<file path="src/rtl/gecko_register_file_pkg.sv">
// Shared types for the gecko integer register file: FSM state encoding and
// the RV32 register address/value types used by the default configuration.
package gecko_register_file_pkg;

  typedef enum logic {
    GECKO_REGFILE_RESET  = 1'b0,
    GECKO_REGFILE_NORMAL = 1'b1
  } gecko_regfile_state_t;

  localparam int RV32_XLEN       = 32;
  localparam int RV32_REG_ADDR_W = 5;

  typedef logic [RV32_REG_ADDR_W-1:0] rv32_reg_addr_t;
  typedef logic [RV32_XLEN-1:0]       rv32_reg_value_t;

endpackage

</file>
<file path="src/rtl/gecko_register_file_if.sv">
// Issue/writeback bus of the gecko register file. The master side is
// decode/issue plus the writeback units; the slave side is the register file.
interface gecko_register_file_if #(
  parameter int DATA_WIDTH  = 32,
  parameter int ADDR_WIDTH  = 5,
  parameter int READ_PORTS  = 2,
  parameter int WRITE_PORTS = 1
) ();

  logic                   ready;
  logic [ADDR_WIDTH-1:0]  read_addr   [READ_PORTS];
  logic [DATA_WIDTH-1:0]  read_data   [READ_PORTS];
  logic [READ_PORTS-1:0]  read_busy;
  logic [WRITE_PORTS-1:0] write_valid;
  logic [ADDR_WIDTH-1:0]  write_addr  [WRITE_PORTS];
  logic [DATA_WIDTH-1:0]  write_data  [WRITE_PORTS];
  logic                   reserve_valid;
  logic [ADDR_WIDTH-1:0]  reserve_addr;

  modport master (
    input  ready, read_data, read_busy,
    output read_addr, write_valid, write_addr, write_data,
           reserve_valid, reserve_addr
  );

  modport slave (
    output ready, read_data, read_busy,
    input  read_addr, write_valid, write_addr, write_data,
           reserve_valid, reserve_addr
  );

endinterface

</file>
<file path="src/rtl/gecko_register_scoreboard.sv">
// Per-register busy scoreboard. Reservations (new producer issued) take
// priority over writeback clears to the same register in the same cycle.
module gecko_register_scoreboard #(
  parameter int ADDR_WIDTH  = 5,
  parameter int READ_PORTS  = 2,
  parameter int WRITE_PORTS = 1,
  parameter int ZERO_REG    = 1
) (
  input  logic                   clk,
  input  logic                   rst,
  input  logic                   enable_i,
  input  logic                   reserve_valid_i,
  input  logic [ADDR_WIDTH-1:0]  reserve_addr_i,
  input  logic [WRITE_PORTS-1:0] clear_valid_i,
  input  logic [ADDR_WIDTH-1:0]  clear_addr_i [WRITE_PORTS],
  input  logic [ADDR_WIDTH-1:0]  read_addr_i  [READ_PORTS],
  output logic [READ_PORTS-1:0]  read_busy_o
);

  localparam int NUM_REGS = 2**ADDR_WIDTH;

  logic [NUM_REGS-1:0] busy_q;
  logic [NUM_REGS-1:0] busy_d;

  // Next busy vector: clears from writeback first, then the reservation.
  always_comb begin
    busy_d = busy_q;
    if (enable_i) begin
      for (int w = 0; w < WRITE_PORTS; w++) begin
        if (clear_valid_i[w]) busy_d[clear_addr_i[w]] = 1'b0;
      end
      if (reserve_valid_i) busy_d[reserve_addr_i] = 1'b1;
    end
    if (ZERO_REG != 0) busy_d[0] = 1'b0;
  end

  // Busy vector register, all idle out of reset.
  always_ff @(posedge clk or posedge rst) begin
    if (rst) busy_q <= '0;
    else     busy_q <= busy_d;
  end

  // Busy lookup per read port; reported idle while the sweep runs.
  always_comb begin
    for (int r = 0; r < READ_PORTS; r++) begin
      read_busy_o[r] = enable_i & busy_q[read_addr_i[r]];
    end
  end

endmodule

</file>
<file path="src/rtl/gecko_register_file.sv">
// gecko integer register file: N combinational read ports, M writeback ports,
// post-reset clearing sweep (one register per cycle) and busy scoreboard.
// Optional build macro GECKO_REGFILE_BYPASS_EN forwards same-cycle writeback
// data onto matching read ports; without it reads come from stored state only.
module gecko_register_file
  import gecko_register_file_pkg::*;
#(
  parameter int DATA_WIDTH  = 32,
  parameter int ADDR_WIDTH  = 5,
  parameter int READ_PORTS  = 2,
  parameter int WRITE_PORTS = 1,
  parameter int ZERO_REG    = 1
) (
  input  logic                 clk,
  input  logic                 rst,
  gecko_register_file_if.slave bus
);

  localparam int                    NUM_REGS  = 2**ADDR_WIDTH;
  localparam logic [ADDR_WIDTH-1:0] LAST_ADDR = ADDR_WIDTH'(NUM_REGS - 1);

  gecko_regfile_state_t  state_q;
  logic [ADDR_WIDTH-1:0] count_q;
  logic                  ready_q;
  logic [DATA_WIDTH-1:0] regs_q [NUM_REGS];
  logic                  normal;
  logic [WRITE_PORTS-1:0] wr_en;

  assign normal    = (state_q == GECKO_REGFILE_NORMAL);
  assign bus.ready = ready_q;

  // Effective write strobes: only in NORMAL, never to a hardwired zero register.
  always_comb begin
    for (int w = 0; w < WRITE_PORTS; w++) begin
      wr_en[w] = normal && bus.write_valid[w] &&
                 !((ZERO_REG != 0) && (bus.write_addr[w] == '0));
    end
  end

  // Sweep FSM: walk every register once after reset, then stay in NORMAL.
  always_ff @(posedge clk or posedge rst) begin
    if (rst) begin
      state_q <= GECKO_REGFILE_RESET;
      count_q <= '0;
      ready_q <= 1'b0;
    end else begin
      case (state_q)
        GECKO_REGFILE_RESET: begin
          count_q <= count_q + 1'b1;
          if (count_q == LAST_ADDR) begin
            state_q <= GECKO_REGFILE_NORMAL;
            ready_q <= 1'b1;
          end
        end
        GECKO_REGFILE_NORMAL: begin
          ready_q <= 1'b1;
        end
        default: begin
          state_q <= GECKO_REGFILE_RESET;
          ready_q <= 1'b0;
        end
      endcase
    end
  end

  // Storage has no reset of its own: the sweep clears it. Later ports win.
  always_ff @(posedge clk) begin
    if (!normal) begin
      regs_q[count_q] <= '0;
    end else begin
      for (int w = 0; w < WRITE_PORTS; w++) begin
        if (wr_en[w]) regs_q[bus.write_addr[w]] <= bus.write_data[w];
      end
    end
  end

  // Combinational read ports, forced to zero during the sweep.
  always_comb begin
    for (int r = 0; r < READ_PORTS; r++) begin
      bus.read_data[r] = '0;
      if (normal) begin
        bus.read_data[r] = regs_q[bus.read_addr[r]];
`ifdef GECKO_REGFILE_BYPASS_EN
        for (int w = 0; w < WRITE_PORTS; w++) begin
          if (wr_en[w] && (bus.write_addr[w] == bus.read_addr[r])) begin
            bus.read_data[r] = bus.write_data[w];
          end
        end
`endif
        if ((ZERO_REG != 0) && (bus.read_addr[r] == '0)) bus.read_data[r] = '0;
      end
    end
  end

  gecko_register_scoreboard #(
    .ADDR_WIDTH  (ADDR_WIDTH),
    .READ_PORTS  (READ_PORTS),
    .WRITE_PORTS (WRITE_PORTS),
    .ZERO_REG    (ZERO_REG)
  ) u_scoreboard (
    .clk             (clk),
    .rst             (rst),
    .enable_i        (normal),
    .reserve_valid_i (bus.reserve_valid),
    .reserve_addr_i  (bus.reserve_addr),
    .clear_valid_i   (wr_en),
    .clear_addr_i    (bus.write_addr),
    .read_addr_i     (bus.read_addr),
    .read_busy_o     (bus.read_busy)
  );

endmodule

</file>
<file path="src/flat_wrapper.sv">
// flat-port wrapper written by rule: the top's interface ports become plain ports
module gecko_register_file_flat import gecko_register_file_pkg::*;
#(
  parameter int DATA_WIDTH  = 32,
  parameter int ADDR_WIDTH  = 5,
  parameter int READ_PORTS  = 2,
  parameter int WRITE_PORTS = 1,
  parameter int ZERO_REG    = 1
)
  (clk, rst, bus_ready, bus_read_data, bus_read_busy, bus_read_addr, bus_write_valid, bus_write_addr, bus_write_data, bus_reserve_valid, bus_reserve_addr);
  gecko_register_file_if #(.DATA_WIDTH(DATA_WIDTH), .ADDR_WIDTH(ADDR_WIDTH), .READ_PORTS(READ_PORTS), .WRITE_PORTS(WRITE_PORTS)) bus_i ();
  input  logic clk;
  input  logic rst;
  output wire logic [$bits(bus_i.ready)-1:0] bus_ready;
  output wire logic [$bits(bus_i.read_data)-1:0] bus_read_data;
  output wire logic [$bits(bus_i.read_busy)-1:0] bus_read_busy;
  input wire logic [$bits(bus_i.read_addr)-1:0] bus_read_addr;
  input wire logic [$bits(bus_i.write_valid)-1:0] bus_write_valid;
  input wire logic [$bits(bus_i.write_addr)-1:0] bus_write_addr;
  input wire logic [$bits(bus_i.write_data)-1:0] bus_write_data;
  input wire logic [$bits(bus_i.reserve_valid)-1:0] bus_reserve_valid;
  input wire logic [$bits(bus_i.reserve_addr)-1:0] bus_reserve_addr;
  assign bus_ready = bus_i.ready;
  assign bus_read_data = {>>{bus_i.read_data}};
  assign bus_read_busy = bus_i.read_busy;
  assign bus_i.read_addr = {>>{bus_read_addr}};
  assign bus_i.write_valid = bus_write_valid;
  assign bus_i.write_addr = {>>{bus_write_addr}};
  assign bus_i.write_data = {>>{bus_write_data}};
  assign bus_i.reserve_valid = bus_reserve_valid;
  assign bus_i.reserve_addr = bus_reserve_addr;
  gecko_register_file #(.DATA_WIDTH(DATA_WIDTH), .ADDR_WIDTH(ADDR_WIDTH), .READ_PORTS(READ_PORTS), .WRITE_PORTS(WRITE_PORTS), .ZERO_REG(ZERO_REG)) u_core (.clk(clk), .rst(rst), .bus(bus_i));
endmodule
</file>
<file path="config.mk">
export PLATFORM = sky130hd
export DESIGN_NAME = gecko_register_file_flat
export DESIGN_NICKNAME = d
export VERILOG_FILES = /design/src/rtl/gecko_register_file_pkg.sv /design/src/rtl/gecko_register_file_if.sv /design/src/rtl/gecko_register_scoreboard.sv /design/src/rtl/gecko_register_file.sv /design/src/flat_wrapper.sv
export SDC_FILE = /design/constraint.sdc
export NUM_CORES = 1
export LEC_CHECK = 0
export CELL_PAD_IN_SITES_DETAIL_PLACEMENT = 0
export CELL_PAD_IN_SITES_GLOBAL_PLACEMENT = 1
export CORE_ASPECT_RATIO = 2
export CORE_MARGIN = 2
export CORE_UTILIZATION = 58
export DETAILED_ROUTE_END_ITERATION = 7
export GPL_TIMING_DRIVEN = 0
export HOLD_SLACK_MARGIN = 0.15
export PLACE_DENSITY = 0.82
export SLEW_MARGIN = 10
export SYNTH_ARGS = -nofsm -noshare
export SYNTH_HDL_FRONTEND = slang
export SYNTH_HIERARCHICAL = 1
export SYNTH_SLANG_ARGS = --single-unit
</file>
<file path="constraint.sdc">
create_clock -name clk -period 10.4 [get_ports clk]
set_input_delay 3.12 -clock clk [delete_from_list [all_inputs] [get_ports clk]]
set_output_delay 3.12 -clock clk [all_outputs]
set_load 0.005 [all_outputs]
</file>
==> reports/qor.csv, run 1 <==
stage,metric,value,unit
logic_synthesis,count of different cell masters after synthesis,56,
clocking,clock latency on the worst-skew pair,0.69,ns
logic_synthesis,number of synthesized flops with an enable pin,994,
clocking,Clock Sinks,1032,
logic_synthesis,Ys Warns,6,
clocking,TritonCTS Buffers,88,
floorplanning,Die Y,415,um
logic_synthesis,multiplexer share of the synthesized area,21.4,%
logic_synthesis,part of the Yosys area used for sequential elements,63.0,%
power,P_leak,20.2,nW
routing,wl on met1,54100,um
logic_synthesis,Post-Syn Nets,3111,
clocking,"Clk pin slew, worst setup/hold paths",0.06,ns
logic_synthesis,Adder-Cell Fraction of Synth Area,0.0512,%
outcome,status,finished clean,
clocking,# Post-CTS Setup Buffers,0,
routing,Vias,33700,
hold_path,Hold WC Path Type,reg -> reg,
logic_synthesis,Post-Synth XOR/XNOR Area,0.0538,%
floorplanning,cell row count,150,
finish,Finished Layout Cells,4471,
routing,DRT Pass-1 Iters,8,
sta,highest clock rate,99.7,MHz
finish,n_diodes,0,
logic_synthesis,compound-gate portion of the synthesized area,8.86,%
placed_design,Placed Instances,4309,
finish,nets,3393,
power,VDD IR max,172,uV
logic_synthesis,Simple-Gate Fraction of Synth Area,3.86,%
logic_synthesis,prevailing post-synth register cell,edfxtp_1,
finish,most frequent cells in the layout,"edfxtp_1, mux2i_1, mux4_2, o22ai_1, a22oi_1",
critical_path,crit path kind,in -> out,
logic_synthesis,combinational family with the most area after synthesis,multiplexers,
sta,period utilization,96.5,%
routing,met3 wire length,16900,um
clocking,Post-CTS Hold Buffers,0,
floorplanning,Initial Util,58.5,%
routing,Avg WL per Cell,39.5,um
routing,vias per cell,7.53,
sta,Max Clock Skew,0.0263,ns
placed_design,post-detail-place hpwl,125000,um
sta,hold slack final,0.472,ns
finish,Layout area overhead,13.8,%
critical_path,worst endpoint required time,7.28,ns
global_routing,Overall Global Routing Usage,40.6,%
sta,# setup viols final,0,
global_routing,grt ovf,0,
logic_synthesis,Yosys reg bits,1032,
finish,layout cells sized above 1,19.1,%
run,max-cap viol count,0,
clocking,Clock Path Buffers,3,
global_routing,global-route wire length before repair,243000,um
hold_path,Worst Hold Path Cells,1,
sta,final worst path period need,10.03,ns
floorplanning,IO Count,123,
global_routing,initial antenna violation count,1,
critical_path,CP Max Fanout,10,
global_routing,number of global-route vias before repair,34600,
floorplanning,Die ar.,0.0867,mm2
sta,RSZ-0062 raised after global routing,no,
logic_synthesis,Synth async-reset ratio,3.68,%
clocking,Resize count post-CTS,0,
routing,initial DRC count,4128,
logic_synthesis,Cells after Synth,3053,
sta,max-slew violations,0,
routing,Routed Antenna Nets,0,
critical_path,CP arrival,6.91,ns
routing,uppermost layer routed,met4,
critical_path,Reg2Reg Depth,6,
clocking,root buf cell,clkbuf_16,
clocking,CTS tree,done,
placed_design,RePlAce Congestion,0.953,
finish,"commonest non-fill, non-tap cell in the layout",edfxtp_1,
routing,WL met2,89000,um
finish,Final Util,66.6,%
critical_path,Worst setup EP type,primary output,
routing,final wirelength,177000,um
floorplanning,Die X,209,um
floorplanning,Placeable Area,0.0835,mm2
sta,relative slew slack,12.7,%
routing,drt drc,0,
logic_synthesis,Syn Std Cell Area,0.0489,mm2
critical_path,startpoint types,input port,
sta,Worst Tran Pin Value,1.31,ns
logic_synthesis,"Avg Cell Area, Syn",16.0,um2
power,Pwr per Cell Area,160,mW/mm2
global_routing,largest net degree at the start of global routing,33,
sta,setup TNS,0,ns
placed_design,Port Buf Inserts,120,
sta,count of final hold-check violations,0,
clocking,H-tree levels,3,
-- path summary, 6_finish.rpt --
check | from | to | slack, ns
worst max-delay path | bus_read_addr[9] | bus_read_data[33] | 0.37
worst min-delay path | u_core/bus.ready | u_core/bus.ready | 0.47
worst max register to register | u_core/normal | u_core/regs_q[2][16] | 6.81
worst min register to register | u_core/bus.ready | u_core/bus.ready | 0.47
max in group asynchronous | rst | u_core/u_scoreboard/busy_q[6] | 7.04
min in group asynchronous | rst | u_core/normal | 2.77
-- stage by stage --
step	setup slack, ns	power (W)	area [um2]
after floorplan	2.91	0.00514	48900
after global placement	-1.10	0.00548	51400
after detailed placement	0.576	0.00551	52600
after CTS	0.570	0.00893	55600
after global routing	0.449	0.00911	55600
final	0.366	0.00893	55600
-- where the power goes --
part	internal [W]	switching (W)	total, W
logic	0.000301	0.000546	0.000847
registers	0.00458	0.0000144	0.00460
clock network	0.00196	0.00152	0.00348
total	0.00685	0.00208	0.00893
-- registers in the layout, summed over array words and instances, names as in the netlist --
| name | cells |
|---|---|
| u_core/bus.ready | 1 |
| u_core/count_q | 5 |
| u_core/normal | 1 |
| u_core/regs_q | 994 |
| u_core/u_scoreboard/busy_q | 31 |
-- area by class of cell --
| type | count | area [um2] |
|---|---|---|
| buffer | 244 | 1300 |
| clock buffer | 104 | 2350 |
| clock inverter | 58 | 656 |
| fill | 5782 | 27900 |
| inverter | 10 | 37.5 |
| multi-input combinational | 1767 | 17000 |
| sequential | 1032 | 30800 |
| tap | 1064 | 1330 |
| timing repair buffer | 192 | 2210 |
-- worst max-delay path: stages --
cell and delay (ns):
clkdlybuf4s50_1 0.70, and2_1 0.47, nor2b_1 0.18, clkbuf_1 0.44, clkbuf_1 0.73, a22oi_1 0.49
nand4_1 0.24, clkdlybuf4s50_1 0.52
-- metal layers --
layer	global-route usage [%]	vias up
met5	0	-
met4	31.4	0
met3	8.97	869
met2	69.9	2567
met1	43.0	17100
li1	-	13200
-- cells in the mapped netlist, drive strengths merged, types with 6 or more instances --
cell	n	area share [%]
edfxtp	994	61
mux2i	580	12
mux4	204	9.4
o22ai	191	2.4
a22oi	189	2.9
buf	159	2.0
nand2	139	1.1
o21ai	125	1.3
clkbuf	85	0.66
nand4	65	0.83
a221oi	63	1.6
nor2	39	0.30
and2	38	0.49
dfrtp	38	1.9
nor2b	18	0.23
nor3	15	0.16
nand3b	11	0.17
inv	10	0.077
or3b	10	0.18
nand3	9	0.092
a21oi	6	0.069
and3	6	0.077
or3	6	0.087
-- logic make-up (layout without fill, tap and decap cells) --
kind of cell / Yosys count / after routing
simple gates: 368 / 368
mux: 789 / 789
fa+ha+maj: 2 / 2
flops: 1032 / 1032
xor+xnor: 3 / 3
buf+inv: 254 / 608
compound gates: 605 / 605
(Power assumes the default switching activity.)
==> run 2, diff against run 1 <==
- CTS_BUF_LIST: default -> sky130_fd_sc_hd__clkbuf_4 sky130_fd_sc_hd__clkbuf_8 sky130_fd_sc_hd__clkbuf_16
==> run 2 against run 1 <==
Worst setup slack lost 0.053 ns. Combinational power about the same. Total power up 0.38%. Utilization is 0.057 points higher. Register-to-register slack better by 0.02 ns. Cell count barely moved.
==> reports/qor.csv, run 2 (synthesis gave the netlist of run 1 again) <==
stage,metric,value,unit
outcome,status,finished clean,
sta,Max Clock Skew,0.0250,ns
critical_path,startpoint types,input port,
hold_path,Worst Hold Path Cells,1,
sta,# setup viols final,0,
routing,DRT Pass-1 Iters,6,
sta,max-slew violations,0,
global_routing,grt ovf,0,
critical_path,CP arrival,6.97,ns
finish,Final Util,66.7,%
critical_path,Most Frequent Cell on Critical Path,clkdlybuf4s50_1,
clocking,Post-CTS Hold Buffers,0,
finish,Filler cells,5771,
clocking,Clock Path Buffers,3,
routing,initial DRC count,4195,
hold_path,hold_sp,u_core/bus.ready,
floorplanning,cell row count,150,
critical_path,cell family with most CP delay,buffers and inverters,
global_routing,largest net degree at the start of global routing,33,
critical_path,worst path cell trace,clkdlybuf4s50_1 -> buf_2 -> nand3_1 -> nor2_1 -> clkbuf_1 -> a22oi_1 -> nand4_1 -> clkdlybuf4s50_1,
critical_path,Slowest cell on crit path,nor2_1,
routing,Vias,33700,
placed_design,post-detail-place hpwl,125000,um
sta,highest clock rate,99.1,MHz
finish,biggest regs,"u_core/regs_q: 994 flops, u_core/u_scoreboard/busy_q: 31 flops, u_core/count_q: 5 flops",
clocking,CTS tree,done,
sta,count of final hold-check violations,0,
finish,nets,3393,
critical_path,R2R Setup Slk,6.83,ns
critical_path,max incr delay on CP,0.92,ns
clocking,# Post-CTS Setup Buffers,0,
global_routing,global-route wire length before repair,243000,um
power,Pwr per Cell Area,161,mW/mm2
floorplanning,Initial Util,58.5,%
critical_path,WP buf/inv,4,
global_routing,number of global-route vias before repair,34600,
floorplanning,Placeable Area,0.0835,mm2
routing,vias per cell,7.54,
critical_path,CP Max Fanout,10,
critical_path,RR Startpoint,u_core/normal,
finish,largest reg by FF count,u_core/regs_q,
routing,Avg WL per Cell,39.5,um
placed_design,Port Buf Inserts,120,
hold_path,Hold WC Path Type,reg -> reg,
hold_path,Hold Path Sink,u_core/bus.ready,
critical_path,CP startpoint,bus_read_addr[8],
routing,Routed Antenna Nets,0,
global_routing,Overall Global Routing Usage,40.6,%
clocking,H-tree levels,3,
routing,drt drc,0,
finish,Layout area overhead,13.9,%
critical_path,Worst setup EP type,primary output,
sta,period utilization,97.0,%
finish,"commonest non-fill, non-tap cell in the layout",edfxtp_1,
clocking,TritonCTS Buffers,88,
power,Pint,0.00688,W
sta,RSZ-0062 raised after global routing,no,
critical_path,crit path kind,in -> out,
finish,area occupied by multi-input gates,0.0170,mm2
power,switching component of the power,0.00208,W
finish,Register Area,0.0308,mm2
sta,setup TNS,0,ns
finish,layout cells sized above 1,19.5,%
clocking,root buf cell,clkbuf_16,
global_routing,met3 usage,9.39,%
power,clock share of power,39.3,%
critical_path,Reg2Reg Depth,6,
placed_design,RePlAce Congestion,0.953,
finish,most frequent cells in the layout,"edfxtp_1, mux2i_1, mux4_2, o22ai_1, a22oi_1",
floorplanning,Die ar.,0.0867,mm2
clocking,clock latency on the worst-skew pair,0.69,ns
global_routing,Global Route met1 Usage,42.9,%
power,VDD IR max,172,uV
floorplanning,Die Y,415,um
floorplanning,Die X,209,um
routing,final wirelength,177000,um
clocking,Resize count post-CTS,0,
clocking,"Clk pin slew, worst setup/hold paths",0.06,ns
power,P_leak,20.2,nW
global_routing,M2 GR Usage,69.5,%
power,Sw Share,23.3,%
global_routing,initial antenna violation count,1,
clocking,Clock Sinks,1032,
critical_path,worst reg2reg path endpoint,u_core/regs_q[1][16],
floorplanning,IO Count,123,
sta,Worst Tran Pin Value,1.33,ns
global_routing,most utilized layer in the global route result,met2,
power,Logic pwr share,9.5,%
power,register share of total power,51.3,%
sta,final worst path period need,10.09,ns
critical_path,worst endpoint required time,7.28,ns
run,max-cap viol count,0,
power,Design Power,0.00896,W
finish,max reg flops,994,
sta,relative slew slack,11.4,%
## run 2: changes by cell type in the layout (fill, tap and decap cells not counted), sizes merged
cell and delta:
diode +1
## run 2: worst max path at each step
stage / end / slack (ns) / cells after the start
3_3_place_gp: u_core/regs_q[7][16] / -1.10 / 6
2_1_floorplan: bus_read_busy[1] / 2.91 / 5
6_report: bus_read_data[62] / 0.31 / 8
4_1_cts: bus_read_data[30] / 0.57 / 9
3_5_place_dp: bus_read_data[30] / 0.58 / 9
5_1_grt: bus_read_data[61] / 0.39 / 8
## run 2: layer usage
| metal | vias up | routed length, um |
|---|---|---|
| met2 | 2477 | 88700 |
| met4 | 0 | 16900 |
| met3 | 902 | 16900 |
| li1 | 13200 | - |
| met1 | 17200 | 54300 |
| met5 | - | 0 |
## run 2: power by group through the flow
stage               clock network (W)  logic (W)  registers, W
finish                        0.00352   0.000848       0.00460
global placement                    0   0.000797       0.00469
floorplan                           0   0.000455       0.00468
CTS                           0.00354   0.000827       0.00460
global route                  0.00369   0.000864       0.00460
detailed placement                  0   0.000824       0.00469
## run 2: metrics by stage
stage	cell area, um2	instances	setup WS (ns)	hold slack (ns)
after global routing	55700	4471	0.390	0.492
after CTS	55700	4471	0.570	0.479
after detailed placement	52600	4309	0.576	0.458
after global placement	51400	4237	-1.10	0.452
final	55700	4472	0.313	0.473
after floorplan	48900	3053	2.91	0.458
## run 2: layout make-up
type / count / area share (%)
plain buffers: 244 / 2.34
clock inverters: 58 / 1.18
inverters: 10 / 0.0674
diodes: 1 / 0.00449
multi-input cells: 1767 / 30.4
well taps: 1064 / 2.39
clock buffers: 104 / 4.30
repair buffers: 192 / 3.97
flip-flops and latches: 1032 / 55.3
## run 2: worst reg2reg max path, stage by stage (launching register included)
cell,delay [ns]
dfrtp_1,0.44
buf_4,0.23
and2_1,0.29
o31ai_4,0.12
inv_1,0.17
clkbuf_1,0.94
and2_1,1.01
